[src/rtl/sensor_uart_rx_if.sv]
// Byte handoff between the UART receiver and its consumer.
// The receiver (master) owns data/valid; the consumer (slave) returns ack.
interface sensor_uart_rx_if;
  logic [7:0] data;
  logic       valid;
  logic       ack;

  modport master (output data, output valid, input ack);
  modport slave  (input data, input valid, output ack);
endinterface

[src/rtl/sensor_uart_rx.sv]
// sensor_uart_rx: 16x oversampling 8N1 receiver for the sensor link.
// Rejects start glitches, majority-votes samples 7/8/9 of every bit and
// hands bytes to the consumer through a valid/ack holding register.
module sensor_uart_rx #(
  parameter int CLK_HZ = 50_000_000,
  parameter int BAUD   = 38_000
) (
  input  logic clock,
  input  logic reset,
  input  logic rxPin,
  output logic busy,
  output logic frame_err,
  output logic overrun,
  sensor_uart_rx_if.master bus
);

  // Clocks per oversample tick; the design assumes DIV >= 2.
  localparam int DIV = CLK_HZ / (BAUD * 16);
  localparam int CW  = (DIV > 1) ? $clog2(DIV) : 1;

  typedef enum logic [2:0] {IDLE, START, DATA, STOP, WAIT_HIGH} state_t;

  state_t          state_q, state_d;
  logic            sync1_q, sync2_q;
  logic [CW-1:0]   cnt_q, cnt_d;
  logic [7:0]      s_q, s_d;
  logic [1:0]      samp_q, samp_d;
  logic [7:0]      shift_q, shift_d;
  logic [7:0]      data_q, data_d;
  logic            valid_q, valid_d;
  logic            ferr_q, ferr_d;
  logic            ovr_q, ovr_d;

  logic            rxs;
  logic            tick;
  logic [7:0]      sIdx;
  logic [3:0]      phase;
  logic            majority;
  logic            goodStop;
  logic            badStop;

  assign rxs      = sync2_q;
  assign tick     = (cnt_q == CW'(DIV - 1));
  assign sIdx     = s_q + 8'd1;
  assign phase    = sIdx[3:0];
  assign majority = (samp_q[0] & samp_q[1]) | (samp_q[0] & rxs) | (samp_q[1] & rxs);

  // Two-flop synchroniser for the asynchronous line; idles high.
  always_ff @(posedge clock) begin
    if (!reset) begin
      sync1_q <= 1'b1;
      sync2_q <= 1'b1;
    end else begin
      sync1_q <= rxPin;
      sync2_q <= sync1_q;
    end
  end

  // State register and all datapath registers.
  always_ff @(posedge clock) begin
    if (!reset) begin
      state_q <= IDLE;
      cnt_q   <= '0;
      s_q     <= '0;
      samp_q  <= '0;
      shift_q <= '0;
      data_q  <= '0;
      valid_q <= 1'b0;
      ferr_q  <= 1'b0;
      ovr_q   <= 1'b0;
    end else begin
      state_q <= state_d;
      cnt_q   <= cnt_d;
      s_q     <= s_d;
      samp_q  <= samp_d;
      shift_q <= shift_d;
      data_q  <= data_d;
      valid_q <= valid_d;
      ferr_q  <= ferr_d;
      ovr_q   <= ovr_d;
    end
  end

  // Next-state logic: tick timing, bit sampling, majority decisions.
  always_comb begin
    state_d  = state_q;
    cnt_d    = cnt_q;
    s_d      = s_q;
    samp_d   = samp_q;
    shift_d  = shift_q;
    goodStop = 1'b0;
    badStop  = 1'b0;
    case (state_q)
      IDLE: begin
        cnt_d = '0;
        s_d   = '0;
        if (!rxs) state_d = START;
      end
      START, DATA, STOP: begin
        cnt_d = tick ? '0 : cnt_q + CW'(1);
        if (tick) begin
          s_d = sIdx;
          if (phase == 4'd7) samp_d[0] = rxs;
          if (phase == 4'd8) samp_d[1] = rxs;
          if (phase == 4'd9) begin
            if (state_q == START) begin
              state_d = majority ? IDLE : DATA;
            end else if (state_q == DATA) begin
              shift_d = {majority, shift_q[7:1]};
              if (sIdx == 8'd137) state_d = STOP;
            end else if (majority) begin
              goodStop = 1'b1;
              state_d  = IDLE;
            end else begin
              badStop = 1'b1;
              state_d = WAIT_HIGH;
            end
          end
        end
      end
      WAIT_HIGH: begin
        if (rxs) state_d = IDLE;
      end
      default: state_d = IDLE;
    endcase
  end

  // Output logic: holding register, read handshake and error pulses.
  always_comb begin
    data_d  = data_q;
    valid_d = valid_q;
    ferr_d  = badStop;
    ovr_d   = 1'b0;
    if (goodStop) begin
      if (!valid_q || bus.ack) begin
        data_d  = shift_q;
        valid_d = 1'b1;
      end else begin
        ovr_d = 1'b1;
      end
    end else if (valid_q && bus.ack) begin
      valid_d = 1'b0;
    end
  end

  assign bus.data  = data_q;
  assign bus.valid = valid_q;
  assign frame_err = ferr_q;
  assign overrun   = ovr_q;
  assign busy      = (state_q != IDLE);

endmodule
[src/flat_wrapper.sv]
// flat-port wrapper written by rule: the top's interface ports become plain ports
module sensor_uart_rx_flat 
#(
  parameter int CLK_HZ = 50_000_000,
  parameter int BAUD   = 38_000
)
  (clock, reset, rxPin, busy, frame_err, overrun, bus_data, bus_valid, bus_ack);
  sensor_uart_rx_if bus_i ();
  input  logic clock;
  input  logic reset;
  input  logic rxPin;
  output logic busy;
  output logic frame_err;
  output logic overrun;
  output wire logic [$bits(bus_i.data)-1:0] bus_data;
  output wire logic [$bits(bus_i.valid)-1:0] bus_valid;
  input wire logic [$bits(bus_i.ack)-1:0] bus_ack;
  assign bus_data = bus_i.data;
  assign bus_valid = bus_i.valid;
  assign bus_i.ack = bus_ack;
  sensor_uart_rx #(.CLK_HZ(CLK_HZ), .BAUD(BAUD)) u_core (.clock(clock), .reset(reset), .rxPin(rxPin), .busy(busy), .frame_err(frame_err), .overrun(overrun), .bus(bus_i));
endmodule
[config.mk]
export PLATFORM = sky130hd
export DESIGN_NAME = sensor_uart_rx_flat
export DESIGN_NICKNAME = d
export VERILOG_FILES = /design/src/rtl/sensor_uart_rx_if.sv /design/src/rtl/sensor_uart_rx.sv /design/src/flat_wrapper.sv
export SDC_FILE = /design/constraint.sdc
export NUM_CORES = 1
export LEC_CHECK = 0
export ABC_AREA = 1
export ABC_CLOCK_PERIOD_IN_PS = 1500
export CAP_MARGIN = 20
export CORE_MARGIN = 2
export CORE_UTILIZATION = 40
export CTS_BUF_LIST = sky130_fd_sc_hd__clkbuf_8
export DETAILED_ROUTE_END_ITERATION = 16
export GPL_TIMING_DRIVEN = 0
export PLACE_DENSITY = 0.68
export SLEW_MARGIN = 20
export SYNTH_ARGS = -nofsm -noshare
export SYNTH_HDL_FRONTEND = slang
export SYNTH_SLANG_ARGS = --single-unit
export TNS_END_PERCENT = 10
[constraint.sdc]
create_clock -name clock -period 1.5 [get_ports clock]
set_clock_uncertainty 0.05 [all_clocks]
set_input_delay 0.225 -clock clock [delete_from_list [all_inputs] [get_ports clock]]
set_output_delay 0.225 -clock clock [all_outputs]
set_load 0.005 [all_outputs]
After elaboration in Yosys (flattened, before gate mapping)
Index checks and enable logic that the tools add are counted.
{ "totals": {"out_inout_bits": 12, "latchBits": 0, "rom_bits": 0, "regBits": 41, "memories": 0, "ramBits": 0, "word_cells": 81, "input_bits": 4} }
{ "op_classes": {"n_bitwise": 10, "shifts": 0, "eq_ne": 15, "muxes": 25, "order_cmp": 0, "n_mul": 0, "n_addsub": 2, "reduce_logical": 17, "div_mod_pow": 0} }
{ "ops": {"columns": ["cell", "count"], "rows": [
  ["$mux 3", 8],
  ["$pmux 8 s2", 1],
  ["$pmux 7 s2", 1],
  ["$mux 1", 11],
  ["$reduce_and 5->1", 2],
  ["$pmux 3 s3", 1],
  ["$add 8x1->8 const B", 1],
  ["$eq 4x4->1 const B", 2],
  ["$eq 8x8->1 const B", 1],
  ["$mux 8", 1],
  ["$reduce_and 2->1", 4],
  ["$add 7x1->7 const B", 1],
  ["$eq 7x7->1 const B", 1],
  ["$mux 7", 1],
  ["$eq 3x2->1 const B", 2],
  ["$ne 2x1->1 const B", 3],
  ["$reduce_and 3->1", 2],
  ["$reduce_or 6->1", 1],
  ["$not 1->1", 5],
  ["$eq 4x3->1 const B", 1],
  ["$ne 2x2->1 const B", 2],
  ["$ne 4x3->1 const B", 1],
  ["$reduce_bool 2->1", 2],
  ["$and 1x1->1", 3],
  ["10 further kinds", 11]
]} }

Depth between registers and ports, before layout
Gate-level depths: netlist of run 1.
{ "depth": {"depth_word": 11, "ltp_mapped": 11, "depth_no_buf": 11} }

Least setup slack after synthesis of run 1
Ideal clock, no wire load.
{ "synth_path": {"path_type": "flip-flop to flip-flop", "startpoint": "reg u_core.s_q[1]", "endpoint": "reg u_core.data_q[7], in the netlist u_core.bus.data[7]", "path_stages_with_launch": 12, "t_required_ns": 1.333, "path_slack_ns": -0.127, "setup_time_ns": 0.117, "synth_period_minus_slack_ns": 1.627, "n_path_buf": 1, "arrival_ns": 1.461, "cell_sequence": "dfxtp_1 ha_1 nand2_1 clkinv_1 nor2_1 nor2_2 nand2_4 nor2_8 nand3_4 buf_6 o21ai_1 a21oi_1"} }
{ "synth_between": {"elab_chain_len": 6} }
{ "synth_rtl": {"columns": ["element", "line", "rtl"], "rows": [
  ["start, declared", "sensor_uart_rx.sv:26", "logic [7:0] s_q, s_d;"],
  ["start signal, assigned", "sensor_uart_rx.sv:64", "s_q <= '0;"],
  ["start signal, assigned", "sensor_uart_rx.sv:74", "s_q <= s_d;"],
  ["$add 8x1->8", "sensor_uart_rx.sv:44", "assign sIdx = s_q + 8'd1;"],
  ["$eq 4x4->1", "sensor_uart_rx.sv:105", "if (phase == 4'd9) begin"],
  ["$mux 1", "sensor_uart_rx.sv:105", null],
  ["$mux 1", "sensor_uart_rx.sv:101", "if (tick) begin"],
  ["$mux 1", "sensor_uart_rx.sv:93", "case (state_q)"],
  ["$reduce_and 2->1 (no line)", null, null],
  ["end signal, assigned", "sensor_uart_rx.sv:77", "data_q <= data_d;"],
  ["end, declared", "sensor_uart_rx.sv:29", "logic [7:0] data_q, data_d;"]
]} }
No other way between the ends.
A chain may end at the register's enable or synchronous reset.

Final worst setup path of run 1
{ "layout_path": {"startpoint": "reg u_core.s_q[0]", "endpoint": "reg u_core.data_q[7], in the netlist u_core.bus.data[7]"} }
The elaborated chain is that of the path after synthesis.

==> results of run 1 <==
final timing paths:
check | from | slack [ns] | endpoint | depth (start not counted)
max reg2reg | u_core.s_q[0] | -0.16 | u_core.bus.data[7] | 11
min | u_core.sync1_q | 0.36 | u_core.rxs | 1
min reg2reg | u_core.sync1_q | 0.36 | u_core.rxs | 1
max | u_core.s_q[0] | -0.16 | u_core.bus.data[7] | 11
report_power, final:
part | internal, mW | switching (mW)
registers | 1.12 | 0.0346
clock network | 0.543 | 0.383
logic | 0.129 | 0.249
what timing repair did:
action	in CTS	in global routing
resized for setup	34	18
endpoints found under the hold margin	0	0
setup buffers	3	3
pin swaps	5	3
hold buffers	0	0
cloned	1	0
endpoints found under the setup margin	35	38
stage by stage:
| step | area, sq um | setup WS, ns | total power, mW | hold WS [ns] |
|---|---|---|---|---|
| 6_report | 2420 | -0.163 | 2.46 | 0.364 |
| 5_1_grt | 2420 | -0.254 | 2.60 | 0.388 |
| 4_1_cts | 2360 | -0.166 | 2.46 | 0.368 |
| 3_5_place_dp | 2140 | -0.214 | 1.48 | 0.350 |
| 3_3_place_gp | 2140 | -0.170 | 1.48 | 0.344 |
| 2_1_floorplan | 1920 | -0.0391 | 1.39 | 0.282 |
cells in the final DEF (no fill, tap or decap), types with 3 or more instances in the layout:
cell	n
nand4_1	4
inv_1	25
nor2_4	5
nand2_2	4
clkdlybuf4s50_1	14
a21oi_1	23
o21ai_2	3
dfxtp_1	32
nand3_1	7
nand2_1	39
buf_4	5
clkbuf_8	6
clkbuf_1	3
o21ai_0	12
o21ai_1	13
ha_1	4
nor2_1	29
nand2_4	6
dfxtp_2	7
inv_2	5
layer usage:
metal | vias up | part of all wire | GRT usage
li1 | 870 | - | -
met1 | 713 | 0.50 | 0.202
met2 | 31 | 0.45 | 0.232
met3 | 2 | 0.045 | 0.0552
met4 | 0 | 0.0052 | 0.0309
met5 | - | 0 | 0
final cells by class:
class	instances	area (sq um)	area share
clock inverters	2	36.3	0.0150
well taps	54	67.6	0.0280
multi-input cells	173	1030	0.426
flip-flops and latches	41	837	0.346
repair buffers	22	203	0.0839
clock buffers	6	82.6	0.0342
inverters	33	139	0.0575
plain buffers	4	22.5	0.00932
state kept, by name, indices dropped and copies added, names as in the netlist:
register,count
u_core.samp_q,2
u_core.bus.valid,1
u_core.frame_err,1
u_core.state_q,3
u_core.overrun,1
u_core.rxs,1
u_core.sync1_q,1
u_core.bus.data,8
u_core.s_q,8
u_core.shift_q,8
u_core.cnt_q,7
kinds of logic after synthesis:
logic type	share of synthesized area
compound gates	0.153
xor+xnor	0.00921
fa+ha+maj	0.0329
buf+inv	0.0776
flops	0.432
simple gates	0.296
==> summary.txt, run 1 <==
STA
  – FMAX: between 600 and 700 MHz
  – Final setup vio count: 27
  – TNS Setup: -2.02 ns
  – Fin. Hold Viols: 0
  – RSZ-0062 raised after global routing: true
  – Max-slew headroom: 0.662
  – Final period util: 1.11
  – Worst Max-Slew Pin Slew: 0.507 ns
  – Fin crit period: 1.66 ns
  – Final slew viol count: 0
  – Final worst slack: -0.163 ns

Layout
  – # diodes: 0
  – Non-Filler Instances: 335
  – Share of layout cells above drive strength 1: 0.235
  – Layout net count: 289
  – Synth-to-Final Area Change: 27.0%
  – Final Core Density: 0.518
  – Fill cell total of the finished layout: 447

Yosys
  – Top-area cell type share of the netlist area: 0.432
  – Seq/Total Area, Yosys: 0.432
  – Post-synth cell types: 35
  – Net Count, Synth: between 200 and 300
  – #FFs+latches synth: 41
  – Post-synth EDFFs: 0
  – Synth area leaders: dfxtp_1, nand2_1, o21ai_0
  – Synth warn: 0
  – Post-Syn Area: 1900 sq um
  – Count leader, synth: nand2_1
  – Top_reg_cell synth: dfxtp_1
  – Synth cell count leaders: nand2_1, dfxtp_1, nor2_1
  – Cell count after synthesis: 251
  – Syn_area_per_cell: 7.58 sq um
  – Yosys top cell by area: dfxtp_1
  – Post-synth ARST share: 0

GRT
  – GR Util All Layers: 0.150
  – Initial antenna violation count: 0
  – Largest net degree at the start of global routing: 14
  – Vias in the first global route: roughly 1.4k
  – First-pass GRT wire length: 6210 microns
  – Total gr overflow: 0

Worst setup path
  – CP max-delay cell: dfxtp_4
  – Crit path buffers/inverters: 2
  – CP Cell Sequence: ha_4 > nand2_4 > inv_4 > nor2_4 > nor2_4 > nand2_4 > nor2_8 > nand3_4 > buf_6 > o21ai_2 > a21oi_1
  – Crit. End Element: register
  – Crit-path max cell delay: 0.39 ns
  – Startpoint class of the critical path: register
  – Critical path class: reg2reg
  – CP Data Required Time: 1.63 ns
  – CP max FO: 8
  – Top delay family on crit path: simple AND/OR/NAND/NOR gates
  – Worst EP arrival: 1.79 ns

Detailed routing
  – Antenna-violating nets left: 0
  – Wire length per cell: between 10 and 15 microns
  – Via count: 1616
  – DRC: 0
  – DR iter-0 viols: 65
  – Via density: 4.82
  – Post-Route WL: 3690 microns
  – Drt first pass iters: 4

Job
  – Max-cap check violation count: 0

Clock network
  – CTS tree: done
  – Num CTS Buffers: 5
  – CTS HTree Levels: 2
  – # clock sinks: 41
  – Max Root-Sink Buffers: 2
  – Clock transition at path regs: about 0.080 ns
  – Skew-Pair Late Insertion Delay: ~0.29 ns
  – Clk Tree Root Cell: clkbuf_8

Placed design
  – Port Buf Inserts: 15
  – Hpwl dp: 2510 microns
  – Gpl congestion: 0.770
  – Dpl cells: 320

Die
  – I/O Pins: 16
  – Row cnt: 25
  – Area of the core: 4660 sq um
  – Initial Utilization: 0.408
  – Die outline width: 73.0 microns
  – DIE AREA: about 5300 sq um
  – Chip Height: roughly 73 microns

Run status
  – Outcome: complete, but fails checks
  – Violated checks: negative setup slack

Power
  – Power density cells: 1020 nW/um^2
  – Leak pwr: approximately 0.92 nW
  – Worst IR Drop VDD: between 0.6 and 0.7 mV

Worst hold path
  – Min-delay worst type: reg2reg
Power figures use the tool's default switching activity.
==> run 2, diff against run 1 <==
--- a/config.mk
+++ b/config.mk
@@ -11,9 +11,11 @@
 export CORE_MARGIN = 2
 export CORE_UTILIZATION = 40
 export CTS_BUF_LIST = sky130_fd_sc_hd__clkbuf_8
+export CTS_CLUSTER_DIAMETER = 150
 export DETAILED_ROUTE_END_ITERATION = 16
+export DONT_BUFFER_PORTS = 1
 export GPL_TIMING_DRIVEN = 0
-export PLACE_DENSITY = 0.68
+export PLACE_DENSITY = 0.63
 export SLEW_MARGIN = 20
 export SYNTH_ARGS = -nofsm -noshare
 export SYNTH_HDL_FRONTEND = slang
==> run 2 against run 1 <==
Against the previous run: the flow still finishes with violations (negative setup slack); worst hold slack got worse by 0.33 ns; design area fell by 6.1%; combinational power is 13% lower; cell count down 3.3%; sequential share of layout area rose by 2.1 points; die area unchanged; total power shrank 8.7%; clock power down 17%; sequential cell count unchanged; first-iteration DRC count shrank 3.1%; critical path depth did not move; utilization is 3.2 points lower; largest cell class unchanged.
==> summary.txt, run 2 (synthesis gave the netlist of run 1 again) <==
Run status
  – Outcome: complete, but fails checks
  – Violated checks: negative setup slack

Layout
  – Non-Filler Instances: 324 (-3.3%)
  – Fill cell total of the finished layout: 454 (+1.6%)
  – Layout net count: 278 (-3.8%)
  – # diodes: 0 (unchanged)
  – Synth-to-Final Area Change: 19.3%
  – Most common library cell in the layout ignoring fill and taps: nand2_1
  – Share of layout cells above drive strength 1: 0.248 (+0.0133)
  – Most frequent cells in the layout: nand2_1, dfxtp_1, nor2_1

Die
  – Row cnt: 25 (unchanged)
  – Die outline width: 73.0 microns (unchanged)
  – DIE AREA: 5320 sq um (unchanged)
  – Initial Utilization: 0.408 (unchanged)
  – Area of the core: 4660 sq um (unchanged)
  – Chip Height: 73.0 microns (unchanged)
  – I/O Pins: 16 (unchanged)

Power
  – Leak pwr: 0.857 nW (-6.7%)
  – Worst IR Drop VDD: 0.674 mV (+3.1%)
  – Power density cells: 990 nW/um^2 (-2.7%)

Detailed routing
  – Via count: 1610 (-0.37%)
  – Via density: 4.97 (+3.0%)
  – Drt first pass iters: 4 (unchanged)
  – DR iter-0 viols: 63 (-3.1%)
  – Wire length per cell: 11.8 microns (+6.8%)
  – Antenna-violating nets left: 0 (unchanged)
  – DRC: 0 (unchanged)
  – Post-Route WL: 3810 microns (+3.3%)

Placed design
  – Gpl congestion: 0.804 (+4.5%)
  – Port Buf Inserts: 0 (-15)
  – Dpl cells: 305 (-4.7%)
  – DP Worst Slack: -0.182 ns (+0.0315 ns)
  – Hpwl dp: 2480 microns (-1.1%)

Worst setup path
  – Critical R2R Capture: u_core.bus.data[7]
  – R2R setup slack: -0.15 ns (about the same)
  – R2R depth: 11 (unchanged)
  – Startpoint class of the critical path: register
  – Worst EP arrival: 1.79 ns (about the same)
  – Setup crit end: u_core.bus.data[7]
  – CP max FO: 8 (unchanged)
  – Crit. End Element: register
  – CP Data Required Time: 1.63 ns (about the same)
  – Worst R2R Start: u_core.s_q[0]
  – Critical path class: reg2reg
  – Setup crit start: u_core.s_q[0]

Clock network
  – CTS tree: done
  – Clock transition at path regs: 0.08 ns (about the same)
  – Num CTS Buffers: 5 (unchanged)
  – Clk Tree Root Cell: clkbuf_8
  – Skew-Pair Late Insertion Delay: 0.29 ns (about the same)
  – Max Root-Sink Buffers: 2 (unchanged)
  – CTS HTree Levels: 2 (unchanged)
  – # clock sinks: 41 (unchanged)

STA
  – Final period util: 1.10 (-0.00531)
  – RSZ-0062 raised after global routing: true
  – Final setup vio count: 21 (-22%)
  – Final slew viol count: 0 (unchanged)
  – Fin. Hold Viols: 0 (unchanged)
  – Fin crit period: 1.65 ns (-0.00796 ns)
  – Final worst slack: -0.155 ns (+0.00796 ns)
  – FMAX: 604 MHz (+0.48%)
  – Max-slew headroom: 0.662 (about the same)
  – Worst Max-Slew Pin Slew: 0.508 ns (+0.000277 ns)

GRT
  – Total gr overflow: 0 (unchanged)
  – First-pass GRT wire length: 6560 microns (+5.6%)
  – Vias in the first global route: 1474 (+7.8%)
  – GR Util All Layers: 0.160 (+0.0101)
  – Largest net degree at the start of global routing: 14 (unchanged)
  – Initial antenna violation count: 0 (unchanged)

Job
  – Max-cap check violation count: 0 (unchanged)

Worst hold path
  – Hold Crit Start: reset
  – Min-delay worst type: in2reg
==> run 2: critical path, cell delays in order, from the launching register on <==
cell	delay, ns
dfxtp_4	0.40
ha_4	0.17
nand2_2	0.06
clkinv_2	0.07
nor2_4	0.04
nor2_4	0.09
nand2_4	0.08
nor2_8	0.13
nand3_4	0.12
buf_6	0.16
o21ai_2	0.12
a21oi_1	0.05
==> run 2: stage by stage <==
step,utilization,cell area (sq um),power [mW],TNS [ns],hold slack [ns]
floorplan,-,1920,1.39,-0.0966,0.282
global placement,0.427,1990,1.46,-3.29,0.283
detailed placement,0.427,1990,1.46,-3.55,0.285
CTS,0.478,2230,2.25,-1.68,0.0210
global route,0.487,2270,2.37,-4.96,0.0251
finish,0.487,2270,2.25,-1.45,0.0369
==> run 2: final cells by class <==
class	count	area [sq um]	area share
multi-input combinational	173	1030	0.453
sequential	41	833	0.367
inverter	33	138	0.0607
clock buffer	6	82.6	0.0364
timing repair buffer	11	82.6	0.0364
tap	54	67.6	0.0298
buffer	4	22.5	0.00993
clock inverter	2	13.8	0.00607
==> run 2: metal layers <==
metal | part of all wire | routed length (microns) | track usage
met2 | 0.48 | 1830 | 0.257
met1 | 0.46 | 1770 | 0.206
met4 | 0.013 | 48 | 0.0556
met5 | 0 | 0 | 0
met3 | 0.042 | 159 | 0.0470
==> run 2: power breakdown <==
part | internal, mW | switching, mW
combinational | 0.104 | 0.225
sequential | 1.12 | 0.0318
clock | 0.373 | 0.395
total | 1.59 | 0.651
==> run 2: worst min path at each step <==
stage                 endpoint  depth (start not counted)
2_1_floorplan   u_core.sync1_q                          1
3_3_place_gp    u_core.sync1_q                          1
3_5_place_dp    u_core.sync1_q                          1
4_1_cts         u_core.overrun                          2
5_1_grt        u_core.cnt_q[2]                          2
6_report        u_core.overrun                          2
==> run 2: timing repair <==
action | in CTS | in global routing
setup buffers | 9 | 0
gates cloned | 1 | 0
setup endpoints to repair | 34 | 36
gates resized for setup | 28 | 16
endpoints found under the hold margin | 1 | 0
pin swaps | 8 | 3
hold buffers | 1 | 0
==> run 3, diff against run 2 <==
--- a/config.mk
+++ b/config.mk
@@ -10,7 +10,6 @@
 export CAP_MARGIN = 20
 export CORE_MARGIN = 2
 export CORE_UTILIZATION = 40
-export CTS_BUF_LIST = sky130_fd_sc_hd__clkbuf_8
 export CTS_CLUSTER_DIAMETER = 150
 export DETAILED_ROUTE_END_ITERATION = 16
 export DONT_BUFFER_PORTS = 1
==> results of run 3 <==
No change in the layout: final DEF, timing and power equal those of run 2.
